==> src/rtl/timer_countdown_bcd.sv <==
//============================================================================
// Module   : timer_countdown_bcd
// Purpose  : MM:SS BCD countdown driven by a 1 Hz tick strobe. Optional
//            TIMER_BLINK_EN macro adds a blink output toggled by ticks in DONE.
// Revision : 1.0 - initial release
//============================================================================
`default_nettype none

module timer_countdown_bcd #(
    parameter int MAX_MIN_TENS = 9
) (
    input  logic       clock,
    input  logic       reset,
    input  logic       tick,
    input  logic       load,
    input  logic [3:0] din_min_t,
    input  logic [3:0] din_min_u,
    input  logic [3:0] din_sec_t,
    input  logic [3:0] din_sec_u,
    input  logic       start,
    input  logic       pause,
    input  logic       clear,
    output logic [3:0] min_t,
    output logic [3:0] min_u,
    output logic [3:0] sec_t,
    output logic [3:0] sec_u,
    output logic       running,
    output logic       done,
    output logic       load_err,
    output logic [1:0] state
`ifdef TIMER_BLINK_EN
    ,
    output logic       blink
`endif
);

    typedef enum logic [1:0] {
        S_IDLE   = 2'd0,
        S_RUN    = 2'd1,
        S_PAUSED = 2'd2,
        S_DONE   = 2'd3
    } state_t;

    state_t     r_state, w_state_nxt;
    logic [3:0] w_min_t_nxt, w_min_u_nxt, w_sec_t_nxt, w_sec_u_nxt;
    logic [3:0] w_dec_min_t, w_dec_min_u, w_dec_sec_t, w_dec_sec_u;
    logic       w_b_sec_t, w_b_min_u, w_b_min_t;
    logic       w_done_nxt, w_err_nxt;
    logic       w_load_ok, w_zero, w_at_one;
`ifdef TIMER_BLINK_EN
    logic       w_blink_tick;
`endif

    assign w_load_ok = (din_min_t <= 4'(MAX_MIN_TENS)) && (din_min_t <= 4'd9) &&
                       (din_min_u <= 4'd9) && (din_sec_t <= 4'd5) && (din_sec_u <= 4'd9);
    assign w_zero    = (min_t == 4'd0) && (min_u == 4'd0) && (sec_t == 4'd0) && (sec_u == 4'd0);
    assign w_at_one  = (min_t == 4'd0) && (min_u == 4'd0) && (sec_t == 4'd0) && (sec_u == 4'd1);

    // Borrow ripples from seconds-units up to minutes-tens.
    assign w_b_sec_t   = (sec_u == 4'd0);
    assign w_b_min_u   = w_b_sec_t && (sec_t == 4'd0);
    assign w_b_min_t   = w_b_min_u && (min_u == 4'd0);
    assign w_dec_sec_u = (sec_u == 4'd0) ? 4'd9 : sec_u - 4'd1;
    assign w_dec_sec_t = !w_b_sec_t ? sec_t : ((sec_t == 4'd0) ? 4'd5 : sec_t - 4'd1);
    assign w_dec_min_u = !w_b_min_u ? min_u : ((min_u == 4'd0) ? 4'd9 : min_u - 4'd1);
    assign w_dec_min_t = w_b_min_t ? min_t - 4'd1 : min_t;

    always_comb begin
        w_state_nxt = r_state;
        w_min_t_nxt = min_t;
        w_min_u_nxt = min_u;
        w_sec_t_nxt = sec_t;
        w_sec_u_nxt = sec_u;
        w_done_nxt  = 1'b0;
        w_err_nxt   = 1'b0;
`ifdef TIMER_BLINK_EN
        w_blink_tick = 1'b0;
`endif
        if (clear) begin
            w_state_nxt = S_IDLE;
            w_min_t_nxt = 4'd0;
            w_min_u_nxt = 4'd0;
            w_sec_t_nxt = 4'd0;
            w_sec_u_nxt = 4'd0;
        end else if (load && r_state != S_RUN) begin
            if (w_load_ok) begin
                w_min_t_nxt = din_min_t;
                w_min_u_nxt = din_min_u;
                w_sec_t_nxt = din_sec_t;
                w_sec_u_nxt = din_sec_u;
                if (r_state == S_DONE) w_state_nxt = S_IDLE;
            end else begin
                w_err_nxt = 1'b1;
            end
        end else begin
            case (r_state)
                S_IDLE, S_PAUSED: begin
                    if (start && !w_zero) w_state_nxt = S_RUN;
                end
                S_RUN: begin
                    if (pause) begin
                        w_state_nxt = S_PAUSED;
                    end else if (tick && !w_zero) begin
                        w_min_t_nxt = w_dec_min_t;
                        w_min_u_nxt = w_dec_min_u;
                        w_sec_t_nxt = w_dec_sec_t;
                        w_sec_u_nxt = w_dec_sec_u;
                        if (w_at_one) begin
                            w_state_nxt = S_DONE;
                            w_done_nxt  = 1'b1;
                        end
                    end
                end
                default: begin
`ifdef TIMER_BLINK_EN
                    w_blink_tick = tick;
`endif
                end
            endcase
        end
    end

    always_ff @(posedge clock) begin
        if (reset) begin
            r_state  <= S_IDLE;
            min_t    <= 4'd0;
            min_u    <= 4'd0;
            sec_t    <= 4'd0;
            sec_u    <= 4'd0;
            running  <= 1'b0;
            done     <= 1'b0;
            load_err <= 1'b0;
        end else begin
            r_state  <= w_state_nxt;
            min_t    <= w_min_t_nxt;
            min_u    <= w_min_u_nxt;
            sec_t    <= w_sec_t_nxt;
            sec_u    <= w_sec_u_nxt;
            running  <= (w_state_nxt == S_RUN);
            done     <= w_done_nxt;
            load_err <= w_err_nxt;
        end
    end

    assign state = r_state;

`ifdef TIMER_BLINK_EN
    // Blink only survives while staying in DONE; entering or leaving clears it.
    always_ff @(posedge clock) begin
        if (reset) begin
            blink <= 1'b0;
        end else if (r_state == S_DONE && w_state_nxt == S_DONE) begin
            blink <= blink ^ w_blink_tick;
        end else begin
            blink <= 1'b0;
        end
    end
`endif

endmodule

`default_nettype wire

==> config.mk <==
export PLATFORM = sky130hd
export DESIGN_NAME = timer_countdown_bcd
export DESIGN_NICKNAME = d
export VERILOG_FILES = /design/src/rtl/timer_countdown_bcd.sv
export SDC_FILE = /design/constraint.sdc
export NUM_CORES = 1
export LEC_CHECK = 0
export ABC_AREA = 1
export ABC_CLOCK_PERIOD_IN_PS = 1250
export CAP_MARGIN = 20
export CELL_PAD_IN_SITES_DETAIL_PLACEMENT = 1
export CELL_PAD_IN_SITES_GLOBAL_PLACEMENT = 1
export CORE_MARGIN = 5
export CORE_UTILIZATION = 29
export DETAILED_ROUTE_END_ITERATION = 10
export PLACE_DENSITY = 0.83
export SETUP_SLACK_MARGIN = 0.4
export SLEW_MARGIN = 20
export SYNTH_ARGS = -nofsm -noshare
export SYNTH_HDL_FRONTEND = slang
export SYNTH_SLANG_ARGS = --single-unit
==> constraint.sdc <==
create_clock -name clock -period 1.25 [get_ports clock]
set_input_delay 0.25 -clock clock [delete_from_list [all_inputs] [get_ports clock]]
set_output_delay 0.25 -clock clock [all_outputs]
set_load 0.02 [all_outputs]
==> metrics, run 1 <==
fill count 586; RSZ-0062 raised after global routing yes; Yosys top cell area share a little under 30%; Initial Util between 30% and 40%; internal power 1.19 mW; grt ovf 0; Psw about 0.63 mW; worst hold margin 489 ps; Leakage 1.22 nW; Util after Layout a little under 60%; PD cells 659 nW/um2; Final Power ~1.8 mW; Worst-Margin Slew 262 ps; Synth Register Bits 21; CP bufs+invs 3; # placed instances 356; R2R Setup Slk -170 ps; chain of cells forming the critical path inv_4 > nand2_8 > nand2_8 > clkinv_8 > buf_6 > a21oi_1 > a21oi_1 > and2_1 > nor2_1; Final Skew 5.05 ps; MaxCap Viol Count 0; Die ar. between 6000 and 7000 um2; syn_area_per_cell about 6.9 um2; vias 1767; Final HPWL DP 3.82 mm; hold_buf cts 0; clk sinks 21; critical path's slowest cell dfxtp_4; Final Max Tran Viols 0; delay-heaviest family, CP simple AND/OR/NAND/NOR gates; TritonCTS clock tree yes; Crit Path Category reg -> reg; design area 2760 um2; CP required 1450 ps; Mapped Area around 1500 um2; Nets 330; Placeable Area ~4800 um2; reg-to-reg startpoint state[1]$_SDFF_PP0_; Combinational Power Share a little over a third; Hold Fails Final Rpt 0; # H-tree levels 1; Yosys cell types 37; total of warnings raised by yosys 0; n_diodes 0; HP Class in -> reg; max frequency 0.703 GHz; fin cells between 300 and 400; antenna-violating nets left 0; Slew Limit Headroom between 80% and 90%; Port Buffer Count between 40 and 50; first-pass GRT wire length about 8.6 mm; share of layout cells above drive strength 1 58.0%; CP endpoint kind flip-flop; initial antenna violation count 0; status complete, but fails checks; Clock Latency Late Sink roughly 270 ps; Total GRT Usage 16.9%; TritonCTS Buffers 3; final wirelength 5.93 mm; routability cong. 0.791; synth top area cells dfxtp_1, nand2_1, nor2_1, a21oi_1, nand2_4; Sw Ratio 34.5%; vias in the first global route 1859; 1st-pass router iterations 5; drt drc 0; Clock transition at path regs about 90 ps; IO Pins 44; post-layout minimum cycle time 1420 ps; Clock Path Buffers 2; Clock power frac a little over a quarter; type of origin of the critical path flip-flop; worst min-delay path startpoint din_min_t[1]; Max FO, Critical Path 12; syn_nets 233; cell count after synthesis 209; failing checks setup timing; post-synth top area cell dfxtp_1; initial DRC count 57; largest net degree at the start of global routing 13; Chip Width about 81 um; vias per cell ~4.8; Layout area overhead 90.3%; average routed wire per standard cell 15.9 um; Seq/Total Area, Yosys 29.0%; crit path from state[1]$_SDFF_PP0_; Reg power frac a little under two fifths; Worst Path Arrival 1620 ps; crit-path max cell delay about 360 ps; die span in y 80.7 um; Setup Viol. Count Final 20; row count 25; Root Driver clkbuf_8; final worst setup slack -173 ps; dpl cell area 2340 um2; VDD IR-drop max 329 uV; Final period util 114%
[cell usage in the layout (no fill, tap or decap), types with 2 or more instances in the layout]
cell,count
clkbuf_8,3
clkdlybuf4s50_1,11
nand2_2,16
inv_2,6
dfxtp_2,8
nand2_8,3
o21ai_2,3
dlygate4sd2_1,11
o21ai_0,10
nand2_1,28
o21ai_1,6
nand3_1,5
inv_4,3
nand3_4,3
dfxtp_4,12
xnor2_1,2
nor2_1,21
nand3_2,2
nor2_4,9
nand2_4,11
nand4_1,3
buf_6,33
a21oi_2,10
nor2_2,6
inv_1,11
buf_4,39
a21oi_1,11
[tightest hold or removal path, stage by stage]
cell,delay [ps]
dlygate4sd2_1,220
nand2_1,50
o21ai_0,70
nor2_1,50
nor2_1,80
[logic make-up after synthesis]
family                     share of synthesized area [%]
and+or+nand+nor                                     42.7
AOI/OAI and AO/OA                                   18.3
DFF                                                 29.0
adders and majority gates                          0.862
xor gates and xnor gates                            1.81
buffers and inverters                               7.41
[worst paths after layout]
kind              cells past startpoint                    end
setup reg to reg                      9  sec_u[1]$_SDFFE_PP0P_
hold reg to reg                       2  sec_t[0]$_SDFFE_PP0P_
setup / recovery                      9  sec_u[1]$_SDFFE_PP0P_
hold / removal                        5  min_t[1]$_SDFFE_PP0P_
[through the flow]
step,worst slack (ps),TNS (ps)
CTS,-127,-1940
finish,-173,-2420
detailed placement,-521,-9000
global placement,-445,-7830
floorplan,-62.2,-534
global route,-256,-3760
[state kept, by name, summed over array words and instances, names as in the netlist]
| signal | cells |
|---|---|
| done | 1 |
| load_err | 1 |
| min_t | 4 |
| min_u | 4 |
| running | 1 |
| sec_t | 4 |
| sec_u | 4 |
| state | 2 |
[cells in the mapped netlist (all sizes together)]
| cell | instances |
|---|---|
| a21oi | 22 |
| nand4 | 4 |
| clkbuf | 1 |
| xor2 | 1 |
| nand2 | 57 |
| nand3 | 10 |
| o22ai | 1 |
| a21o | 1 |
| buf | 3 |
| xnor2 | 2 |
| o21bai | 1 |
| o31ai | 1 |
| o22a | 1 |
| ha | 1 |
| inv | 21 |
| nor3 | 1 |
| o21ai | 19 |
| dfxtp | 21 |
| clkinv | 1 |
| and2 | 2 |
| nand3b | 1 |
| nor2 | 37 |
[timing repair]
item | 4_1_cts | 5_1_grt
endpoints found under the setup margin | 42 | 42
gates resized for setup | 180 | 42
buffers inserted | 7 | 4
hold endpoints to repair | 0 | 0
pin swaps | 25 | 14
gates cloned | 1 | 0
[final cells by class]
cell class / count / area [um2] / share of cell area, %
Tap cell: 67 / 83.8 / 3.03
Sequential cell: 21 / 475 / 17.2
Inverter: 22 / 108 / 3.89
Timing Repair Buffer: 95 / 886 / 32.1
Clock buffer: 4 / 45.0 / 1.63
Multi-Input combinational cell: 163 / 1160 / 42.2
[layer usage]
metal / wire length [um] / share of wire, % / global-route usage, %
met5: 0 / 0 / 0
met3: 245 / 4.1 / 2.66
met4: 148 / 2.5 / 5.74
met1: 2330 / 39 / 18.8
met2: 3200 / 54 / 32.5
[power by group through the flow]
stage,clock [mW],sequential (mW),combinational (mW)
detailed placement,0,0.704,0.533
floorplan,0,0.722,0.283
global placement,0,0.703,0.524
finish,0.492,0.679,0.648
CTS,0.478,0.679,0.584
global route,0.508,0.681,0.698
Power figures use the tool's default switching activity.
==> run 2, diff against run 1 <==
--- a/config.mk
+++ b/config.mk
@@ -13,8 +13,9 @@
 export CORE_MARGIN = 5
 export CORE_UTILIZATION = 29
 export DETAILED_ROUTE_END_ITERATION = 10
+export GPL_ROUTABILITY_DRIVEN = 1
 export PLACE_DENSITY = 0.83
-export SETUP_SLACK_MARGIN = 0.4
+export SETUP_SLACK_MARGIN = 0.5
 export SLEW_MARGIN = 20
 export SYNTH_ARGS = -nofsm -noshare
 export SYNTH_HDL_FRONTEND = slang
==> results of run 2 <==
The final DEF is identical to that of run 1; final timing and power are the same.
